### src/rtl/ram_arbiter_if.sv
// Bus bundle for ram_arbiter: two requester command ports (A and B), the
// single-port RAM control/data bus and the busy flag.
//   slave  : arbiter side (takes requests and ram_dout, drives gnt/done/rdata/RAM bus/busy)
//   master : environment side (requesters plus RAM model)
interface ram_arbiter_if #(
  parameter int unsigned ADDR_W = 4,
  parameter int unsigned DATA_W = 4
) ();
  logic              a_req;
  logic              a_we;
  logic [ADDR_W-1:0] a_addr;
  logic [DATA_W-1:0] a_wdata;
  logic              a_gnt;
  logic              a_done;
  logic [DATA_W-1:0] a_rdata;

  logic              b_req;
  logic              b_we;
  logic [ADDR_W-1:0] b_addr;
  logic [DATA_W-1:0] b_wdata;
  logic              b_gnt;
  logic              b_done;
  logic [DATA_W-1:0] b_rdata;

  logic              ram_rd_n;
  logic              ram_wr_n;
  logic [ADDR_W-1:0] ram_addr;
  logic [DATA_W-1:0] ram_din;
  logic [DATA_W-1:0] ram_dout;

  logic              busy;

  modport slave (
    input  a_req, a_we, a_addr, a_wdata,
    input  b_req, b_we, b_addr, b_wdata,
    input  ram_dout,
    output a_gnt, a_done, a_rdata,
    output b_gnt, b_done, b_rdata,
    output ram_rd_n, ram_wr_n, ram_addr, ram_din,
    output busy
  );

  modport master (
    output a_req, a_we, a_addr, a_wdata,
    output b_req, b_we, b_addr, b_wdata,
    output ram_dout,
    input  a_gnt, a_done, a_rdata,
    input  b_gnt, b_done, b_rdata,
    input  ram_rd_n, ram_wr_n, ram_addr, ram_din,
    input  busy
  );
endinterface

### src/rtl/ram_arbiter.sv
// Round-robin arbiter giving two requesters (A, B) access to one single-port
// RAM with registered read data.
// Ports:
//   clk   : clock, all state on rising edge
//   rst_n : asynchronous active-low reset
//   bus   : ram_arbiter_if.slave (requester ports, RAM bus, busy)
// Flow: IDLE grant edge latches the winning command -> ACCESS (one enable
// low for one cycle) -> write: IDLE with done; read: CAPTURE -> IDLE with
// rdata/done. All outputs are registered.
module ram_arbiter #(
  parameter int unsigned ADDR_W = 4,
  parameter int unsigned DATA_W = 4
) (
  input logic           clk,
  input logic           rst_n,
  ram_arbiter_if.slave  bus
);

  typedef enum logic [1:0] {StIdle, StAccess, StCapture} state_e;

  state_e            state_q;
  logic              last_b_q;   // 1: B was granted last, so A wins a tie
  logic              owner_b_q;  // requester owning the command in flight
  logic              we_q;
  logic              rd_n_q;
  logic              wr_n_q;
  logic [ADDR_W-1:0] addr_q;
  logic [DATA_W-1:0] din_q;
  logic [DATA_W-1:0] a_rdata_q;
  logic [DATA_W-1:0] b_rdata_q;
  logic              a_gnt_q;
  logic              b_gnt_q;
  logic              a_done_q;
  logic              b_done_q;

  logic              any_req;
  logic              pick_b;
  logic              win_we;
  logic [ADDR_W-1:0] win_addr;
  logic [DATA_W-1:0] win_wdata;

  // B wins when it is the only requester, or on a tie when A went last.
  assign any_req   = bus.a_req | bus.b_req;
  assign pick_b    = bus.b_req & (~bus.a_req | ~last_b_q);
  assign win_we    = pick_b ? bus.b_we    : bus.a_we;
  assign win_addr  = pick_b ? bus.b_addr  : bus.a_addr;
  assign win_wdata = pick_b ? bus.b_wdata : bus.a_wdata;

  always_ff @(posedge clk or negedge rst_n) begin
    if (!rst_n) begin
      state_q   <= StIdle;
      last_b_q  <= 1'b1;
      owner_b_q <= 1'b0;
      we_q      <= 1'b0;
      rd_n_q    <= 1'b1;
      wr_n_q    <= 1'b1;
      addr_q    <= '0;
      din_q     <= '0;
      a_rdata_q <= '0;
      b_rdata_q <= '0;
      a_gnt_q   <= 1'b0;
      b_gnt_q   <= 1'b0;
      a_done_q  <= 1'b0;
      b_done_q  <= 1'b0;
    end else begin
      // Pulses and enables default inactive; each is raised for one cycle only.
      a_gnt_q  <= 1'b0;
      b_gnt_q  <= 1'b0;
      a_done_q <= 1'b0;
      b_done_q <= 1'b0;
      rd_n_q   <= 1'b1;
      wr_n_q   <= 1'b1;
      unique case (state_q)
        StIdle: begin
          if (any_req) begin
            owner_b_q <= pick_b;
            last_b_q  <= pick_b;
            we_q      <= win_we;
            addr_q    <= win_addr;
            din_q     <= win_wdata;
            a_gnt_q   <= ~pick_b;
            b_gnt_q   <= pick_b;
            // Enables go low together with entering ACCESS, and only one of them.
            wr_n_q    <= ~win_we;
            rd_n_q    <= win_we;
            state_q   <= StAccess;
          end
        end
        StAccess: begin
          if (we_q) begin
            a_done_q <= ~owner_b_q;
            b_done_q <= owner_b_q;
            state_q  <= StIdle;
          end else begin
            state_q  <= StCapture;
          end
        end
        StCapture: begin
          if (owner_b_q) begin
            b_rdata_q <= bus.ram_dout;
          end else begin
            a_rdata_q <= bus.ram_dout;
          end
          a_done_q <= ~owner_b_q;
          b_done_q <= owner_b_q;
          state_q  <= StIdle;
        end
        default: state_q <= StIdle;
      endcase
    end
  end

  assign bus.a_gnt    = a_gnt_q;
  assign bus.b_gnt    = b_gnt_q;
  assign bus.a_done   = a_done_q;
  assign bus.b_done   = b_done_q;
  assign bus.a_rdata  = a_rdata_q;
  assign bus.b_rdata  = b_rdata_q;
  assign bus.ram_rd_n = rd_n_q;
  assign bus.ram_wr_n = wr_n_q;
  assign bus.ram_addr = addr_q;
  assign bus.ram_din  = din_q;
  assign bus.busy     = (state_q != StIdle);

endmodule

### src/flat_wrapper.sv
// flat-port wrapper written by rule: the top's interface ports become plain ports
module ram_arbiter_flat 
#(
  parameter int unsigned ADDR_W = 4,
  parameter int unsigned DATA_W = 4
)
  (clk, rst_n, bus_a_req, bus_a_we, bus_a_addr, bus_a_wdata, bus_b_req, bus_b_we, bus_b_addr, bus_b_wdata, bus_ram_dout, bus_a_gnt, bus_a_done, bus_a_rdata, bus_b_gnt, bus_b_done, bus_b_rdata, bus_ram_rd_n, bus_ram_wr_n, bus_ram_addr, bus_ram_din, bus_busy);
  ram_arbiter_if #(.ADDR_W(ADDR_W), .DATA_W(DATA_W)) bus_i ();
  input logic clk;
  input logic rst_n;
  input wire logic [$bits(bus_i.a_req)-1:0] bus_a_req;
  input wire logic [$bits(bus_i.a_we)-1:0] bus_a_we;
  input wire logic [$bits(bus_i.a_addr)-1:0] bus_a_addr;
  input wire logic [$bits(bus_i.a_wdata)-1:0] bus_a_wdata;
  input wire logic [$bits(bus_i.b_req)-1:0] bus_b_req;
  input wire logic [$bits(bus_i.b_we)-1:0] bus_b_we;
  input wire logic [$bits(bus_i.b_addr)-1:0] bus_b_addr;
  input wire logic [$bits(bus_i.b_wdata)-1:0] bus_b_wdata;
  input wire logic [$bits(bus_i.ram_dout)-1:0] bus_ram_dout;
  output wire logic [$bits(bus_i.a_gnt)-1:0] bus_a_gnt;
  output wire logic [$bits(bus_i.a_done)-1:0] bus_a_done;
  output wire logic [$bits(bus_i.a_rdata)-1:0] bus_a_rdata;
  output wire logic [$bits(bus_i.b_gnt)-1:0] bus_b_gnt;
  output wire logic [$bits(bus_i.b_done)-1:0] bus_b_done;
  output wire logic [$bits(bus_i.b_rdata)-1:0] bus_b_rdata;
  output wire logic [$bits(bus_i.ram_rd_n)-1:0] bus_ram_rd_n;
  output wire logic [$bits(bus_i.ram_wr_n)-1:0] bus_ram_wr_n;
  output wire logic [$bits(bus_i.ram_addr)-1:0] bus_ram_addr;
  output wire logic [$bits(bus_i.ram_din)-1:0] bus_ram_din;
  output wire logic [$bits(bus_i.busy)-1:0] bus_busy;
  assign bus_i.a_req = bus_a_req;
  assign bus_i.a_we = bus_a_we;
  assign bus_i.a_addr = bus_a_addr;
  assign bus_i.a_wdata = bus_a_wdata;
  assign bus_i.b_req = bus_b_req;
  assign bus_i.b_we = bus_b_we;
  assign bus_i.b_addr = bus_b_addr;
  assign bus_i.b_wdata = bus_b_wdata;
  assign bus_i.ram_dout = bus_ram_dout;
  assign bus_a_gnt = bus_i.a_gnt;
  assign bus_a_done = bus_i.a_done;
  assign bus_a_rdata = bus_i.a_rdata;
  assign bus_b_gnt = bus_i.b_gnt;
  assign bus_b_done = bus_i.b_done;
  assign bus_b_rdata = bus_i.b_rdata;
  assign bus_ram_rd_n = bus_i.ram_rd_n;
  assign bus_ram_wr_n = bus_i.ram_wr_n;
  assign bus_ram_addr = bus_i.ram_addr;
  assign bus_ram_din = bus_i.ram_din;
  assign bus_busy = bus_i.busy;
  ram_arbiter #(.ADDR_W(ADDR_W), .DATA_W(DATA_W)) u_core (.clk(clk), .rst_n(rst_n), .bus(bus_i));
endmodule
### config.mk
export PLATFORM = sky130hd
export DESIGN_NAME = ram_arbiter_flat
export DESIGN_NICKNAME = d
export VERILOG_FILES = /design/src/rtl/ram_arbiter_if.sv /design/src/rtl/ram_arbiter.sv /design/src/flat_wrapper.sv
export SDC_FILE = /design/constraint.sdc
export NUM_CORES = 1
export LEC_CHECK = 0
export CORE_MARGIN = 3
export CORE_UTILIZATION = 44
export CTS_CLUSTER_DIAMETER = 40
export DETAILED_ROUTE_END_ITERATION = 8
export HOLD_SLACK_MARGIN = 0.03
export PLACE_DENSITY = 0.83
export SLEW_MARGIN = 20
export SYNTH_ARGS = -nofsm -noshare
export SYNTH_HDL_FRONTEND = slang
export SYNTH_SLANG_ARGS = --single-unit
### constraint.sdc
create_clock -name clk -period 2.5 [get_ports clk]
set_input_delay 0.375 -clock clk [delete_from_list [all_inputs] [get_ports clk]]
set_output_delay 0.375 -clock clk [all_outputs]
set_load 0.02 [all_outputs]
==> results.cfg, run 1 <==
[cells_and_area]
layout.nets = 172
area_delta_synth_final_pct = 47.1
insertedDiodeCount = 0
drive_gt1_frac = 0.120

[placement]
dp_hpwl_microns = 1760
pre_cts_ws_ns = 0.512
port_buffers = 48
gp_congestion = 0.722

[sta]
worst_slack_ns = 0.377
tns_ns = 0
worstMarginPinSlew_ns = 0.478
relSlewSlack = 0.680
hold_viol_final = 0
fin_crit_sh = 0.849
slew_violations = 0
clock_skew_ns = 0.00164
setup_viol = 0
rsz0062_at_grt = false
period_minus_slack_ns = 2.12
max_freq_mhz = 471

[setup_path]
crit_top_cell = inv_1
cp_slowest_cell = clkdlybuf4s50_1
required_ns = 2.12
cp_data_arrival_time_ns = 1.75
crit_path_cell_trace = inv_1 > ha_1 > inv_1 > clkdlybuf4s50_1
max_stage_delay_ns = 0.61
critical_path.max_fanout = 6
critPathBufInv = 3
crit_family = buffers and inverters
r2r-start = u_core.state_q[0]
critPathLaunchType = flop
endpoint_kind = output pin
crit_start = u_core.state_q[0]
setup.worst_path.class = reg2out

[synth]
ys_types = 22
synth_nets = 120
syn_area_per_cell_sq_um = 12.4
yosys_warnings = 0
netlist_instances = 91
ys_ff_latch = 27
syn_area_sq_mm = 0.00113
ys_seq_area_frac = 0.601

[die]
die_h_microns = 56.7
start_util = 0.488
dieArea_sq_mm = 0.00321
core_sq_mm = 0.00232
die_x_microns = 56.7
placementRows = 17
pin_count = 49

[clock_tree]
cts_hold_buffers = 0
cts_max_level = 1
cts.sinks = 27
cts_resized = 0
clock_latency_ns = 0.31
numCtsBuffers = 3
cts_tree = built
clockBufferDepth = 2
cts-root-buf = clkbuf_4
clk_pin_slew_ns = 0.13
postCtsSetupBuffers = 0

[run]
drv_cap = 0

[route]
dr_total_vias = 866
drt_iter0_drc = 13
drtPass1Iterations = 4
vias_per_cell = 5.09
wirelength_microns = 2200
drc = 0
ant_nets = 0
wire_per_inst_microns = 12.9

[global_routing]
grt_max_degree = 28
overflow = 0
grt_usage = 0.149
first_global_vias = 880
grt_antenna_before_repair = 0
grt_pass1_wl_microns = 3820

[min_path]
hp-class = in2async

[pwr]
powerDensity_mw_per_mm2 = 1200
p_leak_nw = 0.726
ir_drop_uv = 821

[run_status]
status = finished, final reports clean
path summary, 6_finish.rpt:
check | endpoint | slack, ns | cells past startpoint
worst min register to register | u_core.bus.a_rdata[1] | 0.52 | 1
min in group clk | u_core.bus.a_rdata[1] | 0.52 | 1
worst min-delay path | u_core.bus.ram_din[3] | 0.40 | 2
worst max-delay path | bus_busy | 0.38 | 4
max in group asynchronous | u_core.bus.ram_rd_n | 1.80 | 2
worst max register to register | u_core.bus.a_rdata[1] | 0.97 | 4
placed cells by master (no fill, tap or decap), drive strengths merged:
cell / netlist / final
ha: 3 / 3
a21oi: 11 / 11
and3b: 1 / 1
a21o: 1 / 1
and2: 2 / 2
clkbuf: 0 / 4
buf: 2 / 1
o21ai: 2 / 2
nor2b: 1 / 1
mux2i: 8 / 8
nand2b: 2 / 2
dfstp: 3 / 3
dfrtp: 24 / 24
mux2: 8 / 8
clkdlybuf4s50: 0 / 48
a21boi: 1 / 1
a221o: 2 / 2
inv: 4 / 4
nor3b: 1 / 1
nand2: 6 / 6
nor2: 8 / 8
o21a: 1 / 1
synthesized netlist by cell type:
cell / n / area (sq um)
buf_2: 1 / 5.00
dfstp_2: 3 / 78.8
a221o_1: 2 / 20.0
nor2_1: 8 / 30.0
nor2b_1: 1 / 6.26
a21oi_1: 11 / 55.1
o21a_2: 1 / 8.76
and3b_1: 1 / 8.76
buf_6: 1 / 11.3
ha_1: 3 / 37.5
mux2i_1: 8 / 80.1
a21boi_2: 1 / 11.3
nor3b_1: 1 / 7.51
dfrtp_1: 24 / 601
nand2b_1: 2 / 12.5
and2_1: 2 / 12.5
o21ai_0: 1 / 5.00
a21o_1: 1 / 7.51
mux2_2: 8 / 90.1
inv_1: 4 / 15.0
nand2_1: 6 / 22.5
o21ai_1: 1 / 5.00
stage by stage:
step                instance area [sq um]  hold WS, ns  power, mW  instances   util
floorplan                            1130       0.0794       1.36         91      -
global placement                     1640        0.488       1.81        166  0.706
detailed placement                   1640        0.494       1.84        166  0.706
CTS                                  1660        0.405       2.03        170  0.718
global route                         1660        0.414       2.15        170  0.718
finish                               1660        0.404       2.00        170  0.718
metal layers:
| layer | vias to the layer above | share of wire | GRT usage |
|---|---|---|---|
| li1 | 415 | - | - |
| met1 | 405 | 0.40 | 0.189 |
| met2 | 44 | 0.49 | 0.243 |
| met3 | 2 | 0.10 | 0.0437 |
| met4 | 0 | 0.0045 | 0.0508 |
| met5 | - | 0 | 0 |
cell type report:
type | instances | area, sq um
timing repair buffer | 49 | 488
multi-input combinational | 58 | 420
inverter | 4 | 15.0
sequential | 27 | 679
clock buffer | 4 | 26.3
fill | 179 | 654
tap | 28 | 35.0
state kept, by name, summed over array words and instances (netlist names):
signal,count
u_core.bus.a_gnt,1
u_core.bus.b_gnt,1
u_core.bus.ram_addr,4
u_core.bus.a_rdata,4
u_core.bus.b_done,1
u_core.bus.b_rdata,4
u_core.bus.ram_wr_n,1
u_core.last_b_q,1
u_core.bus.a_done,1
u_core.state_q,2
u_core.bus.ram_din,4
u_core.owner_b_q,1
u_core.we_q,1
u_core.bus.ram_rd_n,1
where the power goes:
group / leakage, nW / internal [mW] / switching [mW]
logic: 0.391 / 0.535 / 0.527
clock network: 0.0150 / 0.0624 / 0.118
registers: 0.320 / 0.653 / 0.108
total: 0.726 / 1.25 / 0.752
cell families after synthesis:
family,share of synthesized area
DFF,0.601
adders and majority gates,0.0332
AOI/OAI and AO/OA,0.0996
and+or+nand+nor,0.0885
muxes,0.150
buffers and inverters,0.0276
worst reg2reg max path, cell delays in order (launching register included):
cell and delay [ns]:
dfrtp_1 0.41, inv_1 0.11, ha_1 0.20, nor2b_1 0.34, mux2_2 0.38
Power figures use the tool's default switching activity.
==> run 2, diff against run 1 <==
--- a/config.mk
+++ b/config.mk
@@ -6,11 +6,11 @@
 export NUM_CORES = 1
 export LEC_CHECK = 0
 export CORE_MARGIN = 3
-export CORE_UTILIZATION = 44
+export CORE_UTILIZATION = 37
 export CTS_CLUSTER_DIAMETER = 40
 export DETAILED_ROUTE_END_ITERATION = 8
 export HOLD_SLACK_MARGIN = 0.03
-export PLACE_DENSITY = 0.83
+export PLACE_DENSITY = 0.74
 export SLEW_MARGIN = 20
 export SYNTH_ARGS = -nofsm -noshare
 export SYNTH_HDL_FRONTEND = slang
==> constraint.sdc (replaced) <==
create_clock -name clk -period 1.95 [get_ports clk]
set_input_delay 0.2925 -clock clk [delete_from_list [all_inputs] [get_ports clk]]
set_output_delay 0.2925 -clock clk [all_outputs]
set_load 0.02 [all_outputs]
==> results.cfg, run 2 (synthesis results as in run 1) <==
[run_status]
status = finished, final reports clean

[clock_tree]
cts-root-buf = clkbuf_4
postCtsSetupBuffers = 0
clock_latency_ns = 0.32
cts_max_level = 1
cts_tree = built
cts.sinks = 27
clk_pin_slew_ns = 0.14
numCtsBuffers = 3
clockBufferDepth = 2

[die]
start_util = 0.400
die_x_microns = 61.3
dieArea_sq_mm = 0.00376
placementRows = 19
pin_count = 49
die_h_microns = 61.3
core_sq_mm = 0.00283

[sta]
hold_viol_final = 0
period_minus_slack_ns = 1.80
tns_ns = 0
fin_crit_sh = 0.923
worstMarginPinSlew_ns = 0.353
max_freq_mhz = 556
relSlewSlack = 0.764
rsz0062_at_grt = false
clock_skew_ns = 0.00430
slew_violations = 0
setup_viol = 0

[pwr]
comb_power_share = 0.529
p_leak_nw = 0.735
p_clk_frac = 0.093
powerDensity_mw_per_mm2 = 1540
ir_drop_uv = 641
power_mw = 2.57
p_sw_mw = 0.979
power.share.switching = 0.380
p_int_mw = 1.59
sequentialPowerShare = 0.378

[route]
drtPass1Iterations = 4
ant_nets = 0
wirelength_microns = 2390
vias_per_cell = 4.93
drc = 0
drt_iter0_drc = 19
wire_per_inst_microns = 13.7
dr_total_vias = 857

[global_routing]
grt_usage = 0.145
grt_pass1_wl_microns = 3910
first_global_vias = 909
grt_max_degree = 28
overflow = 0
grt_antenna_before_repair = 0
grtUsageMet2 = 0.267
grt.met1_usage = 0.159
grt-busiest-layer = met2
gr-usage-met3 = 0.0231

[placement]
gp_congestion = 0.691
dp_hpwl_microns = 1880
port_buffers = 48

[cells_and_area]
insertedDiodeCount = 0
mostFrequentLayoutCells = clkdlybuf4s50_1, dfrtp_1, a21oi_1
drive_gt1_frac = 0.133
area_delta_synth_final_pct = 48.1
layout.nets = 173
final_common_cell = clkdlybuf4s50_1

[setup_path]
reg2reg_slack_ns = 0.44
required_ns = 1.66
critPathLaunchType = flop
critical_path.max_fanout = 6
cp_data_arrival_time_ns = 1.51
setup.worst_path.class = reg2out
endpoint_kind = output pin

[min_path]
hp-class = in2async

[run]
drv_cap = 0
## run 2: routing by layer
layer	part of all wire	up-vias
met5	0	-
met4	0.016	0
met3	0.063	4
met2	0.52	37
met1	0.40	400
li1	-	416
## run 2: per-stage QoR
stage | area (sq um) | worst slack (ns) | util | std cells | hold slack (ns)
detailed placement | 1650 | 0.245 | 0.583 | 170 | 0.492
global placement | 1650 | 0.294 | 0.583 | 170 | 0.487
global route | 1680 | 0.0196 | 0.592 | 174 | 0.354
floorplan | 1130 | 0.588 | - | 91 | -0.00309
CTS | 1680 | 0.125 | 0.592 | 174 | 0.334
finish | 1680 | 0.151 | 0.592 | 174 | 0.327
## run 2: repair_timing
| action | in CTS | in global routing |
|---|---|---|
| endpoints found under the setup margin | 1 | 0 |
| hold buffers | 0 | 0 |
| gates resized for setup | 1 | 0 |
## run 2: layout make-up
class / count / area [sq um]
clock buffers: 3 / 22.5
clock inverters: 1 / 5.00
fillers: 241 / 1150
inverters: 4 / 15.0
multi-input cells: 58 / 420
flip-flops and latches: 27 / 679
well taps: 31 / 38.8
repair buffers: 50 / 494
## run 2: path summary, 6_finish.rpt
check	from	to	cells past startpoint
min in group clk	u_core.bus.b_rdata[1]	u_core.bus.b_rdata[1]	1
setup reg to reg	u_core.state_q[0]	u_core.bus.a_rdata[3]	4
setup / recovery	u_core.state_q[0]	bus_busy	4
max in group asynchronous	rst_n	u_core.last_b_q	2
hold / removal	rst_n	u_core.bus.b_rdata[2]	2
hold reg to reg	u_core.bus.b_rdata[1]	u_core.bus.b_rdata[1]	1
## run 2: power by group through the flow
stage	clock [mW]	sequential, mW	combinational [mW]
floorplan	0	1.24	0.510
global placement	0	0.978	1.35
CTS	0.248	0.976	1.38
global route	0.273	1.01	1.48
detailed placement	0	0.985	1.39
finish	0.239	0.972	1.36
## run 2: critical path, stage by stage, from the launching register on
cell,delay [ns]
dfrtp_1,0.40
inv_1,0.10
ha_1,0.28
inv_1,0.08
dlygate4sd2_1,0.33
==> run 3, diff against run 2 <==
--- a/config.mk
+++ b/config.mk
@@ -5,12 +5,13 @@
 export SDC_FILE = /design/constraint.sdc
 export NUM_CORES = 1
 export LEC_CHECK = 0
+export ABC_AREA = 0
 export CORE_MARGIN = 3
-export CORE_UTILIZATION = 37
+export CORE_UTILIZATION = 27
 export CTS_CLUSTER_DIAMETER = 40
 export DETAILED_ROUTE_END_ITERATION = 8
+export DONT_BUFFER_PORTS = 1
 export HOLD_SLACK_MARGIN = 0.03
-export PLACE_DENSITY = 0.74
 export SLEW_MARGIN = 20
 export SYNTH_ARGS = -nofsm -noshare
 export SYNTH_HDL_FRONTEND = slang
==> results.cfg, run 3 (synthesis results as in run 1) <==
[run_status]
status = finished, final reports clean

[min_path]
hp-class = in2reg
worst_hold_path.endpoint = u_core.bus.a_gnt
hp-start = bus_b_req
min_delay_path_depth = 1

[sta]
setup_viol = 0
period_minus_slack_ns = 1.51
clock_skew_ns = 0.00465
hold_viol_final = 0
worstMarginPinSlew_ns = 0.498
slew_violations = 0
rsz0062_at_grt = false
tns_ns = 0
fin_crit_sh = 0.777
relSlewSlack = 0.666
max_freq_mhz = 660

[setup_path]
critPathLaunchType = flop
crit_family = flip-flops
r2r_cells = 4
max_stage_delay_ns = 0.40
cp_slowest_cell = dfrtp_1
timing.rr.end = u_core.bus.a_rdata[1]
cp_data_arrival_time_ns = 1.22
required_ns = 1.66
critPathBufInv = 2
reg2reg_slack_ns = 0.45
r2r-start = u_core.state_q[0]
critical_path.max_fanout = 6
crit_top_cell = inv_1
setup.worst_path.class = reg2out
endpoint_kind = output pin
crit_path_cell_trace = inv_1 > ha_1 > inv_1

[global_routing]
first_global_vias = 756
grt_usage = 0.0928
grt_max_degree = 28
grt_antenna_before_repair = 0
overflow = 0
grt_pass1_wl_microns = 3630

[cells_and_area]
mostFrequentLayoutCells = dfrtp_1, a21oi_1, mux2i_1, mux2_2, nor2_1
insertedDiodeCount = 0
drive_gt1_frac = 0.189
layout.nets = 125
design_area_sq_mm = 0.00125
final_common_cell = dfrtp_1
area_delta_synth_final_pct = 10.8

[clock_tree]
cts_tree = built
cts-root-buf = clkbuf_8
numCtsBuffers = 3
postCtsSetupBuffers = 0
clock_latency_ns = 0.27
cts.sinks = 27
clockBufferDepth = 2
cts_resized = 0
cts_max_level = 1
clk_pin_slew_ns = 0.09

[placement]
port_buffers = 0
gp_congestion = 0.736
dp_hpwl_microns = 1710
placed_cell_area_sq_mm = 0.00117

[die]
placementRows = 22
dieArea_sq_mm = 0.00500
die_h_microns = 70.7
core_sq_mm = 0.00385
pin_count = 49
start_util = 0.294
die_x_microns = 70.7

[run]
drv_cap = 0

[pwr]
p_int_mw = 1.27
sequentialPowerShare = 0.581
p_leak_nw = 0.554
power.share.switching = 0.429
powerDensity_mw_per_mm2 = 1770
ir_drop_uv = 699
p_sw_mw = 0.951
comb_power_share = 0.274
p_clk_frac = 0.145

[route]
wirelength_microns = 2220
drt_iter0_drc = 20
vias_per_cell = 4.79
drc = 0
wire_per_inst_microns = 15.5
dr_total_vias = 685
drtPass1Iterations = 2
ant_nets = 0
==> run 3: cell types whose count changed in the layout (fill, tap and decap cells not counted) <==
| cell | before | now |
|---|---|---|
| buf_12 | 0 | 1 |
| clkdlybuf4s50_1 | 47 | 0 |
| clkinvlp_4 | 0 | 1 |
| dlygate4sd2_1 | 1 | 0 |
| buf_4 | 2 | 0 |
| dlygate4sd3_1 | 0 | 1 |
| clkbuf_8 | 0 | 3 |
| clkinv_2 | 1 | 0 |
| clkbuf_4 | 3 | 0 |
==> run 3: cell type report <==
type	instances	area (sq um)
Fill cell	389	2600
Clock inverter	1	7.51
Clock buffer	3	41.3
Tap cell	48	60.1
Multi-Input combinational cell	58	420
Timing Repair Buffer	2	30.0
Sequential cell	27	679
Inverter	4	15.0
==> run 3: through the flow <==
step / power, mW / cells / utilization / hold WS [ns] / setup slack [ns]
2_1_floorplan: 1.75 / 91 / - / -0.00309 / 0.588
3_3_place_gp: 1.85 / 137 / 0.305 / -0.00245 / 0.526
3_5_place_dp: 1.91 / 137 / 0.305 / -0.00247 / 0.459
4_1_cts: 2.25 / 143 / 0.325 / 0.132 / 0.415
5_1_grt: 2.39 / 143 / 0.325 / 0.127 / 0.330
6_report: 2.22 / 143 / 0.325 / 0.137 / 0.436
==> run 3: timing repair <==
action / in CTS / in global routing
hold buffers: 2 / 0
hold endpoints to repair: 27 / 0
endpoints found under the setup margin: 0 / 0
==> run 3: metal layers <==
layer,GRT usage,share of wire,vias up
met3,0.0568,0.13,2
met4,0.0188,0.0059,0
met5,0,0,-
met1,0.0989,0.39,321
li1,-,-,318
met2,0.158,0.47,44
==> run 3: power by group through the flow <==
stage          registers, mW  logic [mW]  clock network (mW)
2_1_floorplan           1.24       0.510                   0
3_3_place_gp            1.29       0.562                   0
3_5_place_dp            1.30       0.603                   0
4_1_cts                 1.30       0.623               0.334
5_1_grt                 1.32       0.705               0.364
6_report                1.29       0.608               0.322
==> run 3: worst max-delay path by stage <==
stage                      start               endpoint  slack [ns]  cells past startpoint
2_1_floorplan  u_core.state_q[0]  u_core.bus.a_rdata[0]        0.59                      4
6_report       u_core.state_q[1]               bus_busy        0.44                      3
5_1_grt        u_core.state_q[1]               bus_busy        0.33                      3
4_1_cts        u_core.state_q[0]               bus_busy        0.42                      3
3_5_place_dp   u_core.state_q[0]  u_core.bus.a_rdata[1]        0.46                      4
3_3_place_gp   u_core.state_q[0]  u_core.bus.a_rdata[2]        0.53                      4
